--- src/rtl/child_status_collector.sv ---
// -----------------------------------------------------------------------------
// child_status_collector
//
// Merges framed status streams from N_CHILD children into one upstream
// stream. Every beat is tagged with the index of the child it came from.
// Frames are never interleaved.
//
// Between frames the children are served round-robin. Once a child has won
// the first beat of a multi-beat frame, that child owns the output until it
// sends its last beat. A single registered output stage can be drained and
// reloaded on the same edge, so the block sustains one beat per cycle.
//
// Parameters
//   N_CHILD : number of child channels (2..16)
//   DATA_W  : payload width per beat
//   ID_W    : child tag width, 2**ID_W >= N_CHILD
//
// Ports
//   clk, rst_n  : clock, asynchronous active-low reset
//   in_valid    : per-child beat valid
//   in_data     : per-child payload, child i at [i*DATA_W +: DATA_W]
//   in_last     : per-child last beat of frame
//   in_ready    : per-child accept (combinational, at most one bit high)
//   out_valid   : upstream beat valid (registered)
//   out_data    : upstream payload (registered)
//   out_id      : source child index (registered)
//   out_last    : upstream last beat of frame (registered)
//   out_ready   : upstream accept
//
// Optional feature (macro COLLECTOR_STATS_EN)
//   frame_cnt   : saturating count of accepted last beats
//   err_gap     : sticky flag, set when the owning child stalls mid-frame
//                 while the output stage could have taken a beat
// -----------------------------------------------------------------------------
module child_status_collector #(
    parameter int N_CHILD = 5,
    parameter int DATA_W  = 16,
    parameter int ID_W    = 3
) (
    input  logic                        clk,
    input  logic                        rst_n,
    input  logic [N_CHILD-1:0]          in_valid,
    input  logic [N_CHILD*DATA_W-1:0]   in_data,
    input  logic [N_CHILD-1:0]          in_last,
    output logic [N_CHILD-1:0]          in_ready,
    output logic                        out_valid,
    output logic [DATA_W-1:0]           out_data,
    output logic [ID_W-1:0]             out_id,
    output logic                        out_last,
    input  logic                        out_ready
`ifdef COLLECTOR_STATS_EN
    ,
    output logic [15:0]                 frame_cnt,
    output logic                        err_gap
`endif
);

    // Padded copies let an ID_W-wide index address the vectors directly.
    localparam int NP = 2 ** ID_W;

    typedef enum logic [0:0] {
        ST_ARB  = 1'b0,
        ST_LOCK = 1'b1
    } state_t;

    state_t               state_r;
    state_t               state_nxt_s;
    logic [ID_W-1:0]      rr_ptr_r;
    logic [ID_W-1:0]      lock_r;

    logic [NP-1:0]        valid_pad_s;
    logic [NP-1:0]        last_pad_s;
    logic                 arb_any_s;
    logic [ID_W-1:0]      arb_idx_s;
    logic                 sel_any_s;
    logic [ID_W-1:0]      sel_idx_s;
    logic [N_CHILD-1:0]   sel_s;
    logic                 load_s;
    logic                 accept_s;
    logic                 grant_last_s;
    logic [DATA_W-1:0]    grant_data_s;
    logic [ID_W-1:0]      rr_next_s;

    assign valid_pad_s = NP'(in_valid);
    assign last_pad_s  = NP'(in_last);

    // Round-robin search: first valid child at or after rr_ptr, wrapping mod N_CHILD.
    always_comb begin
        logic [ID_W:0] cand_v;
        logic          hit_v;
        arb_any_s = 1'b0;
        arb_idx_s = '0;
        cand_v    = '0;
        hit_v     = 1'b0;
        for (int k = 0; k < N_CHILD; k++) begin
            cand_v = {1'b0, rr_ptr_r} + (ID_W+1)'(k);
            cand_v = (cand_v >= (ID_W+1)'(N_CHILD)) ? (cand_v - (ID_W+1)'(N_CHILD)) : cand_v;
            hit_v     = !arb_any_s && valid_pad_s[cand_v[ID_W-1:0]];
            arb_idx_s = hit_v ? cand_v[ID_W-1:0] : arb_idx_s;
            arb_any_s = arb_any_s | hit_v;
        end
    end

    // FSM output logic: pick the serviced child and drive the handshake.
    always_comb begin
        sel_any_s = 1'b0;
        sel_idx_s = '0;
        case (state_r)
            ST_ARB: begin
                sel_any_s = arb_any_s;
                sel_idx_s = arb_idx_s;
            end
            ST_LOCK: begin
                // Only the owner may advance; a stalled owner just waits.
                sel_any_s = valid_pad_s[lock_r];
                sel_idx_s = lock_r;
            end
            default: begin
                sel_any_s = 1'b0;
                sel_idx_s = '0;
            end
        endcase

        load_s   = !out_valid || out_ready;
        accept_s = load_s && sel_any_s;

        grant_data_s = '0;
        for (int i = 0; i < N_CHILD; i++) begin
            sel_s[i]     = sel_any_s && (sel_idx_s == ID_W'(i));
            grant_data_s = grant_data_s |
                           ((sel_idx_s == ID_W'(i)) ? in_data[i*DATA_W +: DATA_W] : '0);
        end
        grant_last_s = last_pad_s[sel_idx_s];

        // Hold every child off while reset is asserted.
        in_ready = (rst_n && load_s) ? sel_s : '0;

        rr_next_s = (sel_idx_s == ID_W'(N_CHILD - 1)) ? '0 : (sel_idx_s + ID_W'(1));
    end

    // FSM next-state logic: lock on a non-final first beat, release on the last beat.
    always_comb begin
        state_nxt_s = state_r;
        case (state_r)
            ST_ARB:  state_nxt_s = (accept_s && !grant_last_s) ? ST_LOCK : ST_ARB;
            ST_LOCK: state_nxt_s = (accept_s &&  grant_last_s) ? ST_ARB  : ST_LOCK;
            default: state_nxt_s = ST_ARB;
        endcase
    end

    // FSM state register.
    always_ff @(posedge clk or negedge rst_n) begin
        if (!rst_n) begin
            state_r <= ST_ARB;
        end else begin
            state_r <= state_nxt_s;
        end
    end

    // Owner and round-robin pointer; the pointer moves only at end of frame.
    always_ff @(posedge clk or negedge rst_n) begin
        if (!rst_n) begin
            rr_ptr_r <= '0;
            lock_r   <= '0;
        end else begin
            if (accept_s && grant_last_s) begin
                rr_ptr_r <= rr_next_s;
            end else begin
                rr_ptr_r <= rr_ptr_r;
            end
            if ((state_r == ST_ARB) && accept_s && !grant_last_s) begin
                lock_r <= sel_idx_s;
            end else begin
                lock_r <= lock_r;
            end
        end
    end

    // Output stage: reload on accept, otherwise empty when drained, else hold.
    always_ff @(posedge clk or negedge rst_n) begin
        if (!rst_n) begin
            out_valid <= 1'b0;
            out_data  <= '0;
            out_id    <= '0;
            out_last  <= 1'b0;
        end else if (accept_s) begin
            out_valid <= 1'b1;
            out_data  <= grant_data_s;
            out_id    <= sel_idx_s;
            out_last  <= grant_last_s;
        end else if (out_ready) begin
            out_valid <= 1'b0;
        end else begin
            out_valid <= out_valid;
        end
    end

`ifdef COLLECTOR_STATS_EN
    // Frame counter (saturating) and sticky mid-frame gap flag.
    always_ff @(posedge clk or negedge rst_n) begin
        if (!rst_n) begin
            frame_cnt <= 16'h0000;
            err_gap   <= 1'b0;
        end else begin
            if (accept_s && grant_last_s && (frame_cnt != 16'hFFFF)) begin
                frame_cnt <= frame_cnt + 16'h0001;
            end else begin
                frame_cnt <= frame_cnt;
            end
            if ((state_r == ST_LOCK) && load_s && !valid_pad_s[lock_r]) begin
                err_gap <= 1'b1;
            end else begin
                err_gap <= err_gap;
            end
        end
    end
`endif

endmodule

--- config.mk ---
export PLATFORM = sky130hd
export DESIGN_NAME = child_status_collector
export DESIGN_NICKNAME = d
export VERILOG_FILES = /design/src/rtl/child_status_collector.sv
export SDC_FILE = /design/constraint.sdc
export NUM_CORES = 1
export LEC_CHECK = 0
export ABC_AREA = 1
export ABC_CLOCK_PERIOD_IN_PS = 5500
export CELL_PAD_IN_SITES_DETAIL_PLACEMENT = 1
export CELL_PAD_IN_SITES_GLOBAL_PLACEMENT = 1
export CORE_MARGIN = 8
export CORE_UTILIZATION = 30
export CTS_BUF_LIST = sky130_fd_sc_hd__clkbuf_8
export DETAILED_ROUTE_END_ITERATION = 6
export GPL_ROUTABILITY_DRIVEN = 0
export PLACE_DENSITY = 0.84
export SYNTH_ARGS = -nofsm -noshare
export SYNTH_HDL_FRONTEND = slang
export SYNTH_SLANG_ARGS = --single-unit
--- constraint.sdc ---
create_clock -name clk -period 5.5 [get_ports clk]
set_input_delay 0.55 -clock clk [delete_from_list [all_inputs] [get_ports clk]]
set_output_delay 0.55 -clock clk [all_outputs]
set_load 0.05 [all_outputs]
* Word-level counts from Yosys, hierarchy flattened *
Index checks and enable logic that the tools add are counted.

storage, ports and cells
  flip-flop bits (word level) = 28
  input port bits = 93
  output and inout bits = 26
  word-level logic and storage cells = 104

cells by class
  $add $sub $neg = 10
  $lt $le $gt $ge = 12
  eq/ne operators = 4
  muxes and demuxes = 38
  bitwise operators = 9
  reductions and logical operators = 24

operator list
  kind                 number
  $mux 16              5
  $or 16x16->16        4
  $mux 3               11
  $lt 3x4->1 const B   7
  $bmux 1 s3           7
  $ge 4x3->1 const B   4
  $logic_and 1x1->1    15
  $sub 3x3->3 const B  5
  $mux 1               11
  $add 3x2->4 const B  2
  $eq 3x2->1 const B   2
  $logic_not 1->1      6
  $pmux 3 s2           1
  $mux 5               1
  $add 3x1->4 const B  1
  $add 3x3->4 const B  1
  $or 1x1->1           4
  $pmux 1 s2           2
  $add 3x1->3 const B  1
  $eq 3x1->1 const B   1
  $eq 3x3->1 const B   1
  $ge 3x3->1 const B   1
  $logic_not 3->1      1
  $reduce_bool 2->1    1
  other kinds (2)      2

* Depth between registers and ports, before layout *
Gate-level depths: netlist of run 1.

  depth in word-level cells = 23
  mapped depth = 31
  depth with buffers taken out = 28

* Worst setup path before layout of run 1 *
OpenSTA, ideal clock, no wires.

  kind = register to output
  start = register rr_ptr_r[0]
  end = output in_ready[3]
  arrival time = 4.281 ns
  data required time = 4.950 ns
  setup slack = 0.669 ns
  cell stages (with the launch flop) = 29
  path buffers = 4
  cells stage by stage = dfrtp_1 buf_6 inv_2 ha_1 inv_1 fa_1 a21oi_1 inv_1 nand2_1 o21ai_0 inv_1 nand3_1 nand3_1 nand2_1 nor2_4 nand2_1 nor2_2 nand2_1 nand2_1 inv_1 nand2_1 nand2_2 inv_2 buf_4 ha_1 clkbuf_1 clkbuf_1 inv_1 nor2_1

on the way
  word-level cells in the longest chain between the ends = 20
  elaborated cells between the ends (all ways) = 51
  classes of those cells = 9 x add/sub; 5 x order compare; 1 x eq/ne; 23 x mux; 4 x bitwise; 9 x reduce/logical

RTL lines
  item                                                             line    text
  from (decl)                                                      68      logic [ID_W-1:0] rr_ptr_r;
  from (signal assigned)                                           167     rr_ptr_r <= rr_next_s;
  from (signal assigned)                                           169     rr_ptr_r <= rr_ptr_r;
  $add 3x1->4 (tied with other cells)                              96      cand_v = {1'b0, rr_ptr_r} + (ID_W+1)'(k);
  $ge 4x3->1 (tied with other cells)                               97      cand_v = (cand_v >= (ID_W+1)'(N_CHILD)) ? (cand_v - (ID_W+1)'(N_CHILD)) : cand_v;
  $mux 3 or $bmux 1 s3 (tied branches)                             97, 98
  $bmux 1 s3 or $mux 1 (tied branches)                             98      hit_v = !arb_any_s && valid_pad_s[cand_v[ID_W-1:0]];
  $mux 1 (not written as such) or $logic_not 1->1 (tied branches)  98
  $logic_and 1x1->1                                                98
  $or 1x1->1                                                       100     arb_any_s = arb_any_s | hit_v;
  $logic_not 1->1                                                  98
  [... 4 more ...]                                                 n/a
  $or 1x1->1                                                       100
  $logic_not 1->1                                                  98
  $logic_and 1x1->1                                                98
  $mux 3                                                           99      arb_idx_s = hit_v ? cand_v[ID_W-1:0] : arb_idx_s;
  $pmux 3 s2                                                       108     case (state_r)
  $eq 3x2->1                                                       129     sel_s[i] = sel_any_s && (sel_idx_s == ID_W'(i));
  $logic_and 1x1->1 (*)                                            129
  $mux 5 (*)                                                       136     in_ready = (rst_n && load_s) ? sel_s : '0;
  to (decl)                                                        45      output logic [N_CHILD-1:0] in_ready,

Every way passes the cells marked *; elsewhere a longest branch is shown, timed or not. The select of a mux whose other input is x is not followed.

* Final worst setup path of run 1 *
  start = register rr_ptr_r[0]
  end = output in_ready[1]

on the way
  word-level cells in the longest chain between the ends = 20
  elaborated cells between the ends (all ways) = 51
  classes of those cells = 9 x add/sub; 5 x order compare; 1 x eq/ne; 23 x mux; 4 x bitwise; 9 x reduce/logical

RTL lines
  item                                                             line
  $add 3x1->4 (tied with other cells)                              96
  $ge 4x3->1 (tied with other cells)                               97
  $mux 3 or $bmux 1 s3 (tied branches)                             97, 98
  $bmux 1 s3 or $mux 1 (tied branches)                             98
  $mux 1 (not written as such) or $logic_not 1->1 (tied branches)  98
  $logic_and 1x1->1                                                98
  $or 1x1->1                                                       100
  $logic_not 1->1                                                  98
  [... 4 more ...]                                                 n/a
  $or 1x1->1                                                       100
  $logic_not 1->1                                                  98
  $logic_and 1x1->1                                                98
  $mux 3                                                           99
  $pmux 3 s2                                                       108
  $eq 3x1->1                                                       129
  $logic_and 1x1->1 (*)                                            129
  $mux 5 (*)                                                       136

Marks and branches as above.

==> impl_metrics.py, run 1 <==
metrics = {
    "die": {
        "rows": 36,
        "initial_utilization_pct": 30.79,
        "coreArea_sq_um": 9774,
        "ios": 119,
        "dieArea_sq_um": 13490,
        "fp.dieH_microns": 116.2,
        "die_w_microns": 116.2,
    },
    "timing": {
        "fmax_mhz": 195.9,
        "finalWorstPathRequiredPeriod_ns": 5.104,
        "finalSetupViolCount": 0,
        "slew_headroom_pct": 61.63,
        "fin_crit_sh_pct": 92.80,
        "rsz0062_at_grt": "false",
        "worstMarginPinSlew_ns": 0.5750,
        "finalSetupTns_ns": 0,
        "skew_ns": 0.003327,
        "maxSlewViolCount": 0,
        "report.final.hold_viol_count": 0,
    },
    "cells_and_area": {
        "drive_gt1_share_pct": 10.00,
        "area_delta_synth_final_pct": 43.83,
        "utilization_pct": 44.28,
        "mostFrequentLayoutCell": "nand2_1",
        "final_cell_mix": "nand2_1 (124), clkdlybuf4s50_1 (113), nand3_1 (58)",
        "fillCellCount": 1298,
        "n_antenna_cell": 0,
        "nets": 695,
        "fin_area_sq_um": 4328,
    },
    "global_route": {
        "grt_pass1_vias": 4185,
        "grt_max_degree": 38,
        "overflow": 0,
        "grt_pass1_wl_microns": 20070,
        "antenna_found_initial": 0,
        "grt.total_usage_pct": 18.58,
    },
    "critical_path": {
        "slowest_stage": "dfrtp_1",
        "cp_slowest_stage_delay_ns": 0.57,
        "worst_setup_path_start_kind": "flip-flop",
        "critPathRequiredTime_ns": 4.95,
        "arrival_ns": 4.55,
        "path_common_cell": "nand2_1",
        "path_cells": "inv_2 -> ha_1 -> inv_1 -> fa_1 -> a21oi_1 -> inv_1 -> nand2_1 -> o21ai_0 -> inv_1 -> nand3_1 -> nand3_1 -> nand2_1 -> nor2_4 -> nand2_1 -> nand3_1 -> nand2_1 -> nand2_2 -> nand2_4 -> nor2_4 -> inv_2 -> nor3_1 -> buf_4",
        "cp_max_fo": 37,
        "crit_path_end_kind": "output pin",
        "path_class": "flip-flop to output pin",
    },
    "logic_synthesis": {
        "synth_top_family_by_area": "simple AND/OR/NAND/NOR gates",
        "synth.area.mux_share_pct": 0,
        "synth_seq_cells": 28,
        "post_synth.cell_area_avg_sq_um": 6.217,
        "ys_seq_area_share_pct": 23.28,
        "synth_nets": 587,
        "synth_compound_area_share_pct": 9.064,
        "syn-cell-area_sq_um": 3009,
        "synthSimpleGateAreaFrac_pct": 51.31,
        "synth_fa_ha_area_share_pct": 4.407,
        "netlist_instances": 484,
        "synthXorXnorAreaFrac_pct": 0.8316,
        "ys_types": 34,
        "yosysWarningCount": 0,
    },
    "clock_tree": {
        "tritoncts": "done",
        "clock-root-buffer": "clkbuf_8",
        "clkLatencyLatePin_ns": 0.27,
        "post-cts-setup-buffers": 0,
        "htreeDepth": 1,
        "clkTransAtPathRegs_ns": 0.09,
        "hold_buffers": 0,
        "numCtsBuffers": 3,
        "cts_num_sinks": 28,
        "clk_path_buf_depth": 2,
    },
    "flow_run": {
        "max_cap_violations": 0,
    },
    "drt": {
        "ant_nets": 0,
        "drt-total-wl_microns": 12410,
        "vias_per_cell": 5.098,
        "wl_met3_microns": 995,
        "wl_met2_microns": 5995,
        "route.vias.total": 3686,
        "initialDrtViolationCount": 158,
        "drc": 0,
        "met1_length_microns": 5196,
        "wl_per_cell_microns": 17.16,
        "top_layer_used": "met4",
        "first_pass_iters": 4,
    },
    "placement": {
        "dpl_cell_area_sq_um": 4282,
        "portBuffers": 118,
        "place_hpwl_microns": 10150,
    },
    "min_path": {
        "worstHoldPathType": "flip-flop to flip-flop",
    },
    "run_status": {
        "status": "complete, no violations",
    },
}
==> stage by stage <==
step	worst slack [ns]	instances	hold slack, ns
6_report	0.3962	723	0.4945
5_1_grt	0.01171	723	0.5277
4_1_cts	0.2804	723	0.5005
3_5_place_dp	0.5901	720	0.4766
3_3_place_gp	0.9253	720	0.4684
2_1_floorplan	0.6685	484	0.2544
==> layer usage <==
layer,global-route usage [%],up-vias
met5,0,-
met1,20.65,1738
met3,6.412,16
li1,-,1811
met2,32.91,121
met4,5.099,0
==> final cells by class <==
cell class	instances	area [sq um]	area share, %
repair buffers	123	1219	28.16
multi-input cells	377	1979	45.74
well taps	133	166.4	3.845
flip-flops and latches	28	700.7	16.19
inverters	59	221.5	5.117
clock buffers	3	41.29	0.9540
==> registers in the layout (all words and copies together), names as in the netlist <==
| register | count |
|---|---|
| out_data | 16 |
| out_last | 1 |
| lock_r | 3 |
| rr_ptr_r | 3 |
| state_r | 1 |
| out_id | 3 |
| out_valid | 1 |
==> synth_stat cells <==
cell type / number / area (sq um)
nand2_1: 124 / 465.5
nand3_1: 58 / 290.3
inv_1: 55 / 206.5
nor2_1: 50 / 187.7
nand4_1: 42 / 262.8
dfrtp_1: 28 / 700.7
a21oi_1: 20 / 100.1
or2_2: 16 / 100.1
o21ai_0: 12 / 60.06
ha_1: 9 / 112.6
nand2_2: 8 / 50.05
nand3_2: 7 / 70.07
buf_2: 6 / 30.03
clkbuf_1: 6 / 22.52
buf_4: 4 / 30.03
inv_2: 4 / 15.01
nor3_1: 4 / 20.02
o211ai_1: 4 / 30.03
o21ai_1: 4 / 20.02
nand2_4: 3 / 33.78
o22ai_1: 3 / 18.77
buf_1: 2 / 7.510
buf_6: 2 / 22.52
nand3b_1: 2 / 15.01
nor2_4: 2 / 22.52
a21boi_4: 1 / 18.77
a21oi_2: 1 / 8.760
fa_1: 1 / 20.02
nor2_2: 1 / 6.260
nor2_8: 1 / 20.02
o21ai_2: 1 / 8.760
o31ai_1: 1 / 7.510
xor2_1: 1 / 8.760
xor2_2: 1 / 16.27
==> path summary, 6_finish.rpt <==
path / from / endpoint / slack, ns / cells after the start
setup / recovery: rr_ptr_r[0] / in_ready[1] / 0.40 / 22
setup reg to reg: rr_ptr_r[0] / rr_ptr_r[0] / 1.09 / 27
max in group asynchronous: rst_n / rr_ptr_r[1] / 4.55 / 2
min in group asynchronous: rst_n / out_data[15] / 0.66 / 2
hold / removal: out_id[1] / out_id[1] / 0.49 / 2
hold reg to reg: out_id[1] / out_id[1] / 0.49 / 2
==> kinds of logic (layout without fill, tap and decap cells) <==
logic type                 Yosys count  in the layout
AOI/OAI and AO/OA                   47             47
buffers and inverters               79            185
DFF                                 28             28
and+or+nand+nor                    318            318
xor gates and xnor gates             2              2
adders and majority gates           10             10
==> critical path: cells and delay by family, from the launching register on <==
family,cells,cell delay [ns]
AND/OR/NAND/NOR,12,1.86
buffers and inverters,6,0.87
flip-flops,1,0.57
AO/OA/AOI/OAI,2,0.35
adder cells (fa/ha/maj),2,0.58
==> repair_timing <==
item	4_1_cts	5_1_grt
gates resized for setup	0	1
setup endpoints to repair	0	1
hold endpoints to repair	0	0
Power of run 1 is not shown: default switching activity piles up to over one toggle a cycle in this logic, so the estimate is an artifact.
==> inputs of run 2 (changes only) <==
--- a/config.mk
+++ b/config.mk
@@ -7,14 +7,12 @@
 export LEC_CHECK = 0
 export ABC_AREA = 1
 export ABC_CLOCK_PERIOD_IN_PS = 5500
-export CELL_PAD_IN_SITES_DETAIL_PLACEMENT = 1
-export CELL_PAD_IN_SITES_GLOBAL_PLACEMENT = 1
 export CORE_MARGIN = 8
-export CORE_UTILIZATION = 30
+export CORE_UTILIZATION = 46
 export CTS_BUF_LIST = sky130_fd_sc_hd__clkbuf_8
 export DETAILED_ROUTE_END_ITERATION = 6
 export GPL_ROUTABILITY_DRIVEN = 0
-export PLACE_DENSITY = 0.84
+export PLACE_DENSITY = 0.94
 export SYNTH_ARGS = -nofsm -noshare
 export SYNTH_HDL_FRONTEND = slang
 export SYNTH_SLANG_ARGS = --single-unit
==> impl_metrics.py, run 2 (same netlist as run 1, synthesis figures left out) <==
metrics = {
    "run_status": {
        "status": "complete, no violations",
    },
    "clock_tree": {
        "ctsResizeCount": 0,
        "clkLatencyLatePin_ns": 0.27,
        "htreeDepth": 1,
        "cts_num_sinks": 28,
        "numCtsBuffers": 3,
        "clkTransAtPathRegs_ns": 0.09,
        "post-cts-setup-buffers": 0,
        "tritoncts": "done",
        "clk_path_buf_depth": 2,
        "hold_buffers": 0,
        "clock-root-buffer": "clkbuf_8",
    },
    "timing": {
        "fin_crit_sh_pct": 92.56,
        "fin_ws_ns": 0.4093,
        "skew_ns": 0.007529,
        "rsz0062_at_grt": "false",
        "worstMarginPinSlew_ns": 0.5665,
        "finalSetupViolCount": 0,
        "finalWorstPathRequiredPeriod_ns": 5.091,
        "finalSetupTns_ns": 0,
        "slew_headroom_pct": 62.11,
        "fmax_mhz": 196.4,
        "report.final.hold_viol_count": 0,
        "maxSlewViolCount": 0,
    },
    "die": {
        "ios": 119,
        "coreArea_sq_um": 6350,
        "fp.dieH_microns": 96.88,
        "dieArea_sq_um": 9386,
        "initial_utilization_pct": 47.39,
        "rows": 29,
        "die_w_microns": 96.88,
    },
    "cells_and_area": {
        "area_delta_synth_final_pct": 41.58,
        "drive_gt1_share_pct": 10.15,
        "final_cell_mix": "nand2_1 (124), clkdlybuf4s50_1 (113), nand3_1 (58)",
        "largest_register": "out_data",
        "stdcell_count": 668,
        "mostFrequentLayoutCell": "nand2_1",
        "largest_reg_flops": 16,
        "n_antenna_cell": 0,
        "nets": 696,
        "fin_area_sq_um": 4260,
    },
    "critical_path": {
        "critPathRequiredTime_ns": 4.95,
        "cp.depth": 26,
        "worst_setup_path_start_kind": "flip-flop",
        "cp_top_family": "buffers and inverters",
        "crit_path_end_kind": "output pin",
        "rr_endpoint": "out_data[7]",
        "rr_startpoint": "rr_ptr_r[0]",
        "ff2ff_path_depth": 25,
        "path_class": "flip-flop to output pin",
        "arrival_ns": 4.54,
        "rrSetupSlack_ns": 1.24,
        "cp_max_fo": 32,
        "path_common_cell": "nand2_1",
        "startpoint": "rr_ptr_r[0]",
        "slowest_stage": "dfrtp_1",
        "endpoint": "in_ready[3]",
        "path_buf_inv": 9,
        "cp_slowest_stage_delay_ns": 0.56,
    },
    "min_path": {
        "worstHoldPathType": "flip-flop to flip-flop",
    },
    "drt": {
        "wl_per_cell_microns": 15.98,
        "drc": 0,
        "vias_per_cell": 5.617,
        "initialDrtViolationCount": 251,
        "ant_nets": 0,
        "first_pass_iters": 5,
        "route.vias.total": 3752,
        "drt-total-wl_microns": 10670,
    },
    "global_route": {
        "grt_pass1_vias": 3719,
        "grt_max_degree": 38,
        "overflow": 0,
        "antenna_found_initial": 0,
        "grt.total_usage_pct": 21.86,
        "grt_pass1_wl_microns": 17630,
    },
    "placement": {
        "place_hpwl_microns": 8414,
        "dpl_cell_area_sq_um": 4219,
        "portBuffers": 118,
        "dp_cells": 665,
        "place_ws_ns": 0.7808,
    },
    "flow_run": {
        "max_cap_violations": 0,
    },
}
## run 2: cell count changes in the layout (fill, tap and decap cells not counted)
cell     delta
nand2_2     +1
buf_4       +1
nand2_4     -1
## run 2: stage by stage
stage | utilization (%) | hold slack, ns
finish | 67.09 | 0.5057
global route | 67.09 | 0.5532
CTS | 67.09 | 0.5082
detailed placement | 66.44 | 0.4820
global placement | 66.44 | 0.4704
floorplan | - | 0.2544
## run 2: area by class of cell
type / instances / area [sq um]
fillers: 528 / 2090
well taps: 77 / 96.34
multi-input cells: 377 / 1974
inverters: 59 / 221.5
repair buffers: 124 / 1226
flip-flops and latches: 28 / 700.7
clock buffers: 3 / 41.29
## run 2: worst min-delay path by stage
stage,from,endpoint,slack [ns],depth (start not counted)
2_1_floorplan,rst_n,lock_r[0],0.25,0
3_3_place_gp,out_last,out_last,0.47,2
3_5_place_dp,out_id[0],out_id[0],0.48,2
4_1_cts,out_id[0],out_id[0],0.51,2
5_1_grt,out_last,out_last,0.55,2
6_report,out_id[0],out_id[0],0.51,2
## run 2: per-layer routing
| layer | track usage [%] | wire (microns) | vias up |
|---|---|---|---|
| li1 | - | - | 1810 |
| met1 | 24.17 | 4046 | 1683 |
| met2 | 38.13 | 5203 | 228 |
| met3 | 7.468 | 1167 | 31 |
| met4 | 7.101 | 256 | 0 |
| met5 | 0 | 0 | - |
## run 2: tightest hold or removal path: stages (launching register included)
cell and delay [ns]:
dfrtp_1 0.36, nand2_1 0.05, o21ai_0 0.06
Power of run 2 is left out for the same reason.
